[src/rtl/jive_alu_pkg.sv]
// jive_alu_pkg: op codes, compare conditions, FSM states and parameter checks for jive_alu_seq.
package jive_alu_pkg;
    localparam logic [3:0] OP_ADD  = 4'b0000;
    localparam logic [3:0] OP_SUB  = 4'b0001;
    localparam logic [3:0] OP_CMP  = 4'b0010;
    localparam logic [3:0] OP_SET  = 4'b0011;
    localparam logic [3:0] OP_XOR  = 4'b0100;
    localparam logic [3:0] OP_ANDN = 4'b0101;
    localparam logic [3:0] OP_OR   = 4'b0110;
    localparam logic [3:0] OP_AND  = 4'b0111;
    localparam logic [3:0] OP_PASS = 4'b1000;
    localparam logic [3:0] OP_SLL  = 4'b1001;
    localparam logic [3:0] OP_SRL  = 4'b1010;
    localparam logic [3:0] OP_SRA  = 4'b1011;
    localparam logic [2:0] F3_EQ   = 3'b000;
    localparam logic [2:0] F3_NE   = 3'b001;
    localparam logic [2:0] F3_LT   = 3'b100;
    localparam logic [2:0] F3_GE   = 3'b101;
    localparam logic [2:0] F3_LTU  = 3'b110;
    localparam logic [2:0] F3_GEU  = 3'b111;
    typedef enum logic [1:0] {IDLE, ARITH, SHIFT, DONE} state_e;
    function automatic bit dw_legal(int dw);
        return dw == 8 || dw == 16 || dw == 32;
    endfunction
    function automatic bit sh_legal(int sh);
        return sh == 1 || sh == 2 || sh == 4 || sh == 8 || sh == 16;
    endfunction
endpackage

[src/rtl/jive_alu_if.sv]
// jive_alu_if: request/result bundle between the core and jive_alu_seq.
interface jive_alu_if;
    logic        req_vld;
    logic        req_rdy;
    logic [3:0]  op;
    logic [2:0]  func3;
    logic [31:0] x_op;
    logic [31:0] y_op;
    logic        res_vld;
    logic [31:0] res;
    logic        res_branch;
    modport master (output req_vld, op, func3, x_op, y_op, input req_rdy, res_vld, res, res_branch);
    modport slave  (input req_vld, op, func3, x_op, y_op, output req_rdy, res_vld, res, res_branch);
endinterface

[src/rtl/jive_alu_slice.sv]
// jive_alu_slice: one DW-bit slice of adder, logic unit and zero-detect with carry chaining.
module jive_alu_slice #(
    parameter int DW = 16
) (
    input  logic [DW-1:0] a,
    input  logic [DW-1:0] b,
    input  logic          cin,
    input  logic          sub,
    input  logic [2:0]    op,
    output logic [DW-1:0] y,
    output logic          cout,
    output logic          zero,
    output logic          ovf
);
    logic [DW-1:0] bb, s, lg;
    assign bb = sub ? ~b : b;
    assign {cout, s} = {1'b0, a} + {1'b0, bb} + {{DW{1'b0}}, cin};
    assign lg = op[1:0] == 2'b00 ? a ^ b : op[1:0] == 2'b01 ? a & ~b : op[1:0] == 2'b10 ? a | b : a & b;
    assign y = op[2] ? lg : s;
    assign zero = s == '0;
    assign ovf = (a[DW-1] == bb[DW-1]) && (s[DW-1] != a[DW-1]);
endmodule

[src/rtl/jive_alu_seq.sv]
// jive_alu_seq: self-sequencing 32-bit ALU, LS slice first for arithmetic, SH_STEP bits/cycle for shifts.
module jive_alu_seq
    import jive_alu_pkg::*;
#(
    parameter int DW = 16,
    parameter int SH_STEP = 1
) (
    input logic clk,
    input logic rst,
    jive_alu_if.slave bus
);
    localparam int N = 32 / DW;
    if (!dw_legal(DW) || !sh_legal(SH_STEP)) begin : g_bad_param
        $error("jive_alu_seq: illegal DW or SH_STEP");
    end
    state_e state, state_n;
    logic [3:0] op_r;
    logic [2:0] f3_r, k;
    logic [31:0] x_r, y_r, acc, res_q, fresh, sra_v;
    logic [4:0] rem, rem_n, step;
    logic carry_r, eq_r, sign_r, ovf_r, br_q, sub, last, lt, cond, is_cmp;
    logic [DW-1:0] sl_y;
    logic sl_c, sl_z, sl_v;
    assign sub = ~op_r[2] & |op_r[1:0];
    jive_alu_slice #(.DW(DW)) u_slice (
        .a(x_r[DW-1:0]), .b(y_r[DW-1:0]), .cin(k == 3'd0 ? sub : carry_r), .sub(sub),
        .op(op_r[2:0]), .y(sl_y), .cout(sl_c), .zero(sl_z), .ovf(sl_v)
    );
    assign last = k == 3'(N - 1);
    assign step = rem < 5'(SH_STEP) ? rem : 5'(SH_STEP);
    assign rem_n = rem - step;
    assign sra_v = $signed(x_r) >>> step;
    assign lt = sign_r ^ ovf_r;
    // func3 010/011 alias the signed/unsigned less-than conditions
    assign cond = f3_r == F3_EQ ? eq_r : f3_r == F3_NE ? ~eq_r :
                  (f3_r == F3_LT || f3_r == 3'b010) ? lt : f3_r == F3_GE ? ~lt :
                  (f3_r == F3_LTU || f3_r == 3'b011) ? ~carry_r : carry_r;
    assign is_cmp = op_r == OP_CMP || op_r == OP_SET;
    assign fresh = op_r[3] ? x_r : op_r == OP_SET ? {31'b0, cond} : acc;
    assign bus.req_rdy = state == IDLE;
    assign bus.res_vld = state == DONE;
    assign bus.res = state == DONE ? fresh : res_q;
    assign bus.res_branch = state == DONE ? is_cmp & cond : br_q;
    always_ff @(posedge clk or posedge rst)
        if (rst) state <= IDLE;
        else state <= state_n;
    always_comb begin
        state_n = state;
        case (state)
            IDLE:  state_n = bus.req_vld ? (bus.op[3] ? SHIFT : ARITH) : IDLE;
            ARITH: state_n = last ? DONE : ARITH;
            SHIFT: state_n = rem_n == 5'd0 ? DONE : SHIFT;
            DONE:  state_n = IDLE;
            default: state_n = IDLE;
        endcase
    end
    always_ff @(posedge clk or posedge rst) begin
        if (rst) begin
            op_r <= '0; f3_r <= '0; x_r <= '0; y_r <= '0; acc <= '0; res_q <= '0;
            k <= '0; rem <= '0; carry_r <= 1'b0; eq_r <= 1'b0; sign_r <= 1'b0; ovf_r <= 1'b0; br_q <= 1'b0;
        end else begin
            case (state)
                IDLE: if (bus.req_vld) begin
                    op_r <= bus.op;
                    f3_r <= bus.func3;
                    x_r <= bus.x_op;
                    y_r <= bus.y_op;
                    k <= '0;
                    eq_r <= 1'b1;
                    rem <= bus.op[1:0] == 2'b00 ? 5'd0 : bus.y_op[4:0];
                end
                // operands drain low slice first, result fills in from the top
                ARITH: begin
                    x_r <= x_r >> DW;
                    y_r <= y_r >> DW;
                    acc <= (acc >> DW) | (32'(sl_y) << (32 - DW));
                    carry_r <= sl_c;
                    eq_r <= eq_r & sl_z;
                    sign_r <= sl_y[DW-1];
                    ovf_r <= sl_v;
                    k <= k + 3'd1;
                end
                SHIFT: begin
                    rem <= rem_n;
                    x_r <= op_r[1:0] == 2'b01 ? x_r << step : op_r[1:0] == 2'b11 ? sra_v : x_r >> step;
                end
                DONE: begin
                    res_q <= fresh;
                    br_q <= is_cmp & cond;
                end
                default: ;
            endcase
        end
    end
endmodule
[src/flat_wrapper.sv]
// flat-port wrapper written by rule: the top's interface ports become plain ports
module jive_alu_seq_flat import jive_alu_pkg::*;
#(
    parameter int DW = 16,
    parameter int SH_STEP = 1
)
  (clk, rst, bus_req_vld, bus_op, bus_func3, bus_x_op, bus_y_op, bus_req_rdy, bus_res_vld, bus_res, bus_res_branch);
  jive_alu_if bus_i ();
  input logic clk;
  input logic rst;
  input wire logic [$bits(bus_i.req_vld)-1:0] bus_req_vld;
  input wire logic [$bits(bus_i.op)-1:0] bus_op;
  input wire logic [$bits(bus_i.func3)-1:0] bus_func3;
  input wire logic [$bits(bus_i.x_op)-1:0] bus_x_op;
  input wire logic [$bits(bus_i.y_op)-1:0] bus_y_op;
  output wire logic [$bits(bus_i.req_rdy)-1:0] bus_req_rdy;
  output wire logic [$bits(bus_i.res_vld)-1:0] bus_res_vld;
  output wire logic [$bits(bus_i.res)-1:0] bus_res;
  output wire logic [$bits(bus_i.res_branch)-1:0] bus_res_branch;
  assign bus_i.req_vld = bus_req_vld;
  assign bus_i.op = bus_op;
  assign bus_i.func3 = bus_func3;
  assign bus_i.x_op = bus_x_op;
  assign bus_i.y_op = bus_y_op;
  assign bus_req_rdy = bus_i.req_rdy;
  assign bus_res_vld = bus_i.res_vld;
  assign bus_res = bus_i.res;
  assign bus_res_branch = bus_i.res_branch;
  jive_alu_seq #(.DW(DW), .SH_STEP(SH_STEP)) u_core (.clk(clk), .rst(rst), .bus(bus_i));
endmodule
[config.mk]
export PLATFORM = sky130hd
export DESIGN_NAME = jive_alu_seq_flat
export DESIGN_NICKNAME = d
export VERILOG_FILES = /design/src/rtl/jive_alu_pkg.sv /design/src/rtl/jive_alu_if.sv /design/src/rtl/jive_alu_slice.sv /design/src/rtl/jive_alu_seq.sv /design/src/flat_wrapper.sv
export SDC_FILE = /design/constraint.sdc
export NUM_CORES = 1
export LEC_CHECK = 0
export CELL_PAD_IN_SITES_DETAIL_PLACEMENT = 1
export CELL_PAD_IN_SITES_GLOBAL_PLACEMENT = 2
export CORE_MARGIN = 5
export CORE_UTILIZATION = 40
export CTS_BUF_LIST = sky130_fd_sc_hd__clkbuf_4 sky130_fd_sc_hd__clkbuf_8
export DETAILED_ROUTE_END_ITERATION = 7
export GPL_ROUTABILITY_DRIVEN = 0
export HOLD_SLACK_MARGIN = 0.05
export PLACE_DENSITY = 0.95
export SLEW_MARGIN = 10
export SYNTH_ARGS = -nofsm -noshare
export SYNTH_HDL_FRONTEND = slang
export SYNTH_SLANG_ARGS = --single-unit
[constraint.sdc]
create_clock -name clk -period 13 [get_ports clk]
set_input_delay 1.95 -clock clk [delete_from_list [all_inputs] [get_ports clk]]
set_output_delay 1.95 -clock clk [all_outputs]
set_load 0.005 [all_outputs]
==> results by group, run 1 <==
Run status
  • Status: complete, no violations

Detailed routing
  • Mean number of vias per cell: 5.535
  • Residual DRC count: 0
  • WL per Instance: 20.77 um
  • Highest routed layer: met4
  • Routed met2 length: 13,720 um
  • First-pass DRT Iterations: 5
  • DRT iter0 DRCs: 539
  • WL final: 28,980 um
  • WL met3: 1460 um
  • Post-Route M1 WL: 13,170 um
  • Vias after detailed routing: 7,721
  • ANT nets after route: 0

Yosys
  • Async S/R FF share, synth: 1.000
  • Yosys top cell area share: 0.3990
  • Synth Register Bits: 149
  • Ys Warns: 0
  • Sequential share of the synthesized area: 0.3990
  • Post-Syn Area per Cell: 9.410 um2
  • Mapped Nets: 1,141
  • Synthesized instance count: 993
  • EDFF count, synth: 0
  • Synth area leader: dfrtp_1
  • Top post-synthesis cells by area: dfrtp_1, ha_1, a21oi_1, nor2_1, mux2i_1
  • Synth cell types: 57
  • Post-synth top flop: dfrtp_1
  • Synth Cell Area: 9344 um2

STA
  • Tmin final: 4.743 ns
  • Setup Viol. Count Final: 0
  • Max Freq: 210.8 MHz
  • RSZ-0062 raised after global routing: false
  • Worst-margin pin slew: 1.121 ns
  • Max_slew headroom: 0.2525
  • Final hold violations: 0
  • Slew Viols, Final: 0
  • Accumulated negative setup slack: 0 ns
  • Clock skew: 0.01449 ns
  • Tcrit/Tclk final: 0.3648

Clocking
  • Max Buffers Root-to-Sink: 2
  • Clock-pin slew on the worst setup and hold paths: 0.10 ns
  • CTS Hold Bufs: 0
  • Root Driver: clkbuf_8
  • Setup Buffers After CTS: 0
  • CTS Buf Count: 17
  • Number of clock sinks: 149
  • Post-cts resize count: 0
  • CTS tree: built
  • Insertion delay to the later sink of the worst-skew pair: 0.47 ns
  • H-Tree Level Count: 4

Setup path
  • Worst endpoint data arrival time: 2.79 ns
  • Critical Path RT: 11.05 ns
  • Kind of critical path: flop to output pin
  • Startpoint type of the worst setup path: flop
  • Setup crit end kind: output pin
  • Worst-path maximum fanout: 31
  • FF-to-FF setup slack: 9.02 ns

Global route
  • First-pass GRT wire length: 45,680 um
  • Largest net degree at the start of global routing: 98
  • Initial antenna violation count: 0
  • Total gr overflow: 0
  • Vias in the first global route: 8,123
  • All-layer global routing usage: 0.2205

Die
  • Initial core utilization: 0.4017
  • Chip height: 162.8 um
  • DIE WIDTH: 162.8 um
  • # rows: 56
  • DIE AREA: 26,520 um2
  • Placeable core area: 23,260 um2
  • Top-Level Pins: 109

Run
  • Max Cap Violations: 0

Placed design
  • Placed cell count: 1,364
  • I/O Buffers: 108
  • DP HPWL: 21,340 um

Final layout
  • ANT cells: 0
  • Multi-input logic area: 5104 um2
  • Sequential cell area: 3729 um2
  • Share of cells above drive strength 1: 0.09387
  • Nets@finish: 1,212
  • Non-filler cells, final: 1,395
  • Layout fillers: 2,680
  • Synth-to-layout area growth: 18.31%

Worst hold path
  • Hold Path Class: flop to flop
-- cells in the final DEF (no fill, tap or decap), drive strengths merged, types with 4 or more instances in the layout --
cell and count:
o21ai 57, ha 72, o31ai 18, a221oi 17
nor2b 8, mux2 26, nor3 6, o211ai 5
xor2 8, a31oi 6, mux4 15, clkdlybuf4s50 108
mux2i 35, o21a 4, buf 13, dfrtp 149
inv 73, nand3 6, a22oi 33, clkinv 7
nand2b 7, a21oi 96, clkbuf 17, a22o 16
nor2 113, a211oi 15, a21o 4, nand2 76
xnor2 25
-- cell usage after synthesis, types with 15 or more instances --
library cell    n
a211oi_1       15
a21oi_1        94
a221oi_1       17
a22o_1         16
a22oi_1        33
clkbuf_1       49
dfrtp_1       149
ha_1           72
inv_1          68
mux2_2         26
mux2i_1        35
mux4_2         15
nand2_1        76
nor2_1        113
o21ai_0        53
o31ai_1        18
xnor2_1        25
-- cell type report --
| class | count | area share |
|---|---|---|
| repair buffers | 121 | 0.1066 |
| clock buffers | 17 | 0.02117 |
| inverters | 68 | 0.02354 |
| flip-flops and latches | 149 | 0.3373 |
| well taps | 319 | 0.03611 |
| multi-input cells | 707 | 0.4617 |
| clock inverters | 14 | 0.01358 |
-- kinds of logic after synthesis --
family / share of synthesized area
DFF: 0.3990
adders and majority gates: 0.1007
and+or+nand+nor: 0.1044
AOI/OAI and AO/OA: 0.2019
xor gates and xnor gates: 0.03093
buffers and inverters: 0.05798
muxes: 0.1050
-- flip-flops by register name, indices dropped and copies added, names as in the netlist --
register and count:
u_core.eq_r 1, u_core.carry_r 1, u_core.rem 5, u_core.k 3
u_core.state 2, u_core.f3_r 3, u_core.y_r 32, u_core.ovf_r 1
u_core.x_r 32, u_core.br_q 1, u_core.res_q 32, u_core.acc 32
u_core.op_r 4
-- layer usage --
| layer | GRT usage | vias to the layer above |
|---|---|---|
| met3 | 0.03670 | 38 |
| met4 | 0.06634 | 0 |
| met2 | 0.3579 | 204 |
| li1 | - | 3649 |
| met5 | 0 | - |
| met1 | 0.3040 | 3830 |
-- through the flow --
step / hold WS (ns) / utilization / setup slack, ns / instance area, um2
6_report: 0.5091 / 0.4752 / 8.257 / 11050
5_1_grt: 0.5257 / 0.4752 / 8.091 / 11050
4_1_cts: 0.5091 / 0.4751 / 8.234 / 11050
3_5_place_dp: 0.4876 / 0.4586 / 8.551 / 10670
3_3_place_gp: 0.4837 / 0.4586 / 8.676 / 10670
2_1_floorplan: 0.4658 / - / 7.042 / 9344
-- worst paths after layout --
check                      cells after the start                        from                          to
hold / removal                                 1  u_core.y_r[28]$_DFFE_PP0P_  u_core.y_r[28]$_DFFE_PP0P_
setup / recovery                               7  u_core.op_r[1]$_DFFE_PP0P_                  bus_res[3]
hold reg to reg                                1  u_core.y_r[28]$_DFFE_PP0P_  u_core.y_r[28]$_DFFE_PP0P_
max in group asynchronous                      3                         rst  u_core.acc[15]$_DFFE_PP0P_
setup reg to reg                              14  u_core.op_r[0]$_DFFE_PP0P_     u_core.eq_r$_DFFE_PP0P_
min in group asynchronous                      2                         rst  u_core.acc[26]$_DFFE_PP0P_
-- worst max-delay path, stage by stage, from the launching register on --
cell and delay [ns]:
dfrtp_1 0.33, buf_4 0.33, nor2b_1 0.40, a21oi_2 0.11, buf_4 0.25, a22oi_1 0.28, a21oi_1 0.14, clkdlybuf4s50_1 0.49
Power of run 1 is left out: the tool's default activity adds up to more than one toggle a clock period on the data nets, which glitch-free logic cannot reach.
==> run 2: changes to the inputs <==
--- a/config.mk
+++ b/config.mk
@@ -8,12 +8,12 @@
 export CELL_PAD_IN_SITES_DETAIL_PLACEMENT = 1
 export CELL_PAD_IN_SITES_GLOBAL_PLACEMENT = 2
 export CORE_MARGIN = 5
-export CORE_UTILIZATION = 40
+export CORE_UTILIZATION = 33
 export CTS_BUF_LIST = sky130_fd_sc_hd__clkbuf_4 sky130_fd_sc_hd__clkbuf_8
 export DETAILED_ROUTE_END_ITERATION = 7
 export GPL_ROUTABILITY_DRIVEN = 0
 export HOLD_SLACK_MARGIN = 0.05
-export PLACE_DENSITY = 0.95
+export PLACE_DENSITY = 0.87
 export SLEW_MARGIN = 10
 export SYNTH_ARGS = -nofsm -noshare
 export SYNTH_HDL_FRONTEND = slang
==> constraint.sdc (replaced) <==
create_clock -name clk -period 4.08 [get_ports clk]
set_input_delay 0.612 -clock clk [delete_from_list [all_inputs] [get_ports clk]]
set_output_delay 0.612 -clock clk [all_outputs]
set_load 0.005 [all_outputs]
==> run 2 against run 1 <==
Critical path depth unchanged. Critical endpoint is now bus_res[19]. First-iteration DRC count down 20%. Clock skew up 0.0023 ns. Sequential share of layout area fell by 0.61 points. Clock-buffer cell count up 1. Utilization fell by 7.1 points. Wire length grew 3.5%. Worst setup slack lost 7.7 ns. Die area grew 20%. Global-route usage shrank 3.0 points. Largest cell class unchanged. Register-to-register slack lost 8.4 ns. Non-clock buffer count grew 13.
==> results by group, run 2 (synthesis gave the netlist of run 1 again) <==
Run status
  • Status: complete, no violations

STA
  • Max Freq: 282.4 MHz
  • Slew Viols, Final: 0
  • Worst-margin pin slew: 1.120 ns
  • Setup Viol. Count Final: 0
  • Final hold violations: 0
  • Tcrit/Tclk final: 0.8678
  • Tmin final: 3.541 ns
  • Setup ws final: 0.5394 ns
  • Clock skew: 0.01674 ns
  • RSZ-0062 raised after global routing: false
  • Max_slew headroom: 0.2536
  • Accumulated negative setup slack: 0 ns

Setup path
  • CP peak stage delay: 0.56 ns
  • Crit path max-delay cell type: clkdlybuf4s50_1
  • Critical Path RT: 3.47 ns
  • R2R cell count: 13
  • Kind of critical path: flop to output pin
  • Setup crit end kind: output pin
  • Worst endpoint data arrival time: 2.93 ns
  • CP Launch Point: u_core.op_r[2]$_DFFE_PP0P_
  • Worst-path maximum fanout: 30
  • CP top delay family: buffers and inverters
  • Critical Path Stages: 7
  • Crit path cell chain: buf_4 -> nor2b_1 -> a21oi_2 -> buf_12 -> a22oi_1 -> a21oi_1 -> clkdlybuf4s50_1
  • Startpoint type of the worst setup path: flop
  • Reg2reg start: u_core.op_r[2]$_DFFE_PP0P_
  • Buf/Inv on CP: 3

Global route
  • Largest net degree at the start of global routing: 66
  • Vias in the first global route: 8,146
  • Total gr overflow: 0
  • First-pass GRT wire length: 46,670 um
  • Initial antenna violation count: 0
  • All-layer global routing usage: 0.1907

Clocking
  • Insertion delay to the later sink of the worst-skew pair: 0.47 ns
  • CTS tree: built
  • Root Driver: clkbuf_8
  • CTS Hold Bufs: 0
  • Clock-pin slew on the worst setup and hold paths: 0.10 ns
  • CTS Buf Count: 17
  • Number of clock sinks: 149
  • Max Buffers Root-to-Sink: 2
  • Setup Buffers After CTS: 0
  • H-Tree Level Count: 4
  • Post-cts resize count: 0

Final layout
  • Share of cells above drive strength 1: 0.1046
  • Synth-to-layout area growth: 20.50%
  • Nets@finish: 1,225
  • Most common cell after layout, fill and taps aside: dfrtp_1
  • Commonest cells after routing, fill and taps aside: dfrtp_1, nor2_1, clkdlybuf4s50_1, a21oi_1, nand2_1
  • ANT cells: 0

Detailed routing
  • DRT iter0 DRCs: 432
  • Residual DRC count: 0
  • WL final: 29,990 um
  • Vias after detailed routing: 7,875
  • First-pass DRT Iterations: 5
  • WL per Instance: 20.43 um
  • ANT nets after route: 0
  • Mean number of vias per cell: 5.364

Placed design
  • DP HPWL: 22,490 um
  • I/O Buffers: 108
  • Place WS: 0.6311 ns

Die
  • Initial core utilization: 0.3354
  • Chip height: 178.3 um
  • # rows: 61
  • Placeable core area: 27,860 um2
  • DIE AREA: 31,780 um2
  • DIE WIDTH: 178.3 um
  • Top-Level Pins: 109

Run
  • Max Cap Violations: 0

Worst hold path
  • Hold Path Class: primary input to async pin
-- run 2: layout make-up --
| class | count | area, um2 |
|---|---|---|
| clock buffer | 18 | 241.5 |
| clock inverter | 14 | 155.1 |
| fill | 3184 | 16600 |
| inverter | 68 | 259.0 |
| multi-input combinational | 707 | 5101 |
| sequential | 149 | 3729 |
| tap | 378 | 473.0 |
| timing repair buffer | 134 | 1301 |
-- run 2: metal layers --
layer / wire, um / GRT usage
met1: 13900 / 0.2652
met2: 13840 / 0.3058
met3: 1551 / 0.03264
met4: 696 / 0.05692
met5: 0 / 0
-- run 2: final timing paths --
check | slack, ns | to
max | 0.54 | bus_res[19]
min | 0.50 | u_core.f3_r[1]$_DFFE_PP0P_
max reg2reg | 0.58 | u_core.eq_r$_DFFE_PP0P_
min reg2reg | 0.51 | u_core.y_r[26]$_DFFE_PP0P_
max in group asynchronous | 2.73 | u_core.rem[0]$_DFFE_PP0P_
min in group clk | 0.51 | u_core.y_r[26]$_DFFE_PP0P_
-- run 2: worst register-to-register path, cell delays in order (launching register included) --
cell and delay (ns):
dfrtp_1 0.40, o21bai_2 0.30, o31ai_1 0.33, fa_1 0.26, inv_1 0.07, fa_1 0.44, nor2b_1 0.18, o2111ai_1 0.19
a21oi_1 0.29, o221a_4 0.27, a31oi_1 0.06, nor4_1 0.36, nand4_1 0.13, o21ai_1 0.13
-- run 2: through the flow --
step,std cells,hold slack [ns],utilization,instance area (um2)
after floorplan,993,0.4658,-,9348
after global placement,1436,0.4829,0.3899,10860
after detailed placement,1436,0.4841,0.3899,10860
after CTS,1468,0.4907,0.4042,11260
after global routing,1468,0.4971,0.4042,11260
final,1468,0.4978,0.4042,11260
Power of run 2 is left out for the same reason.
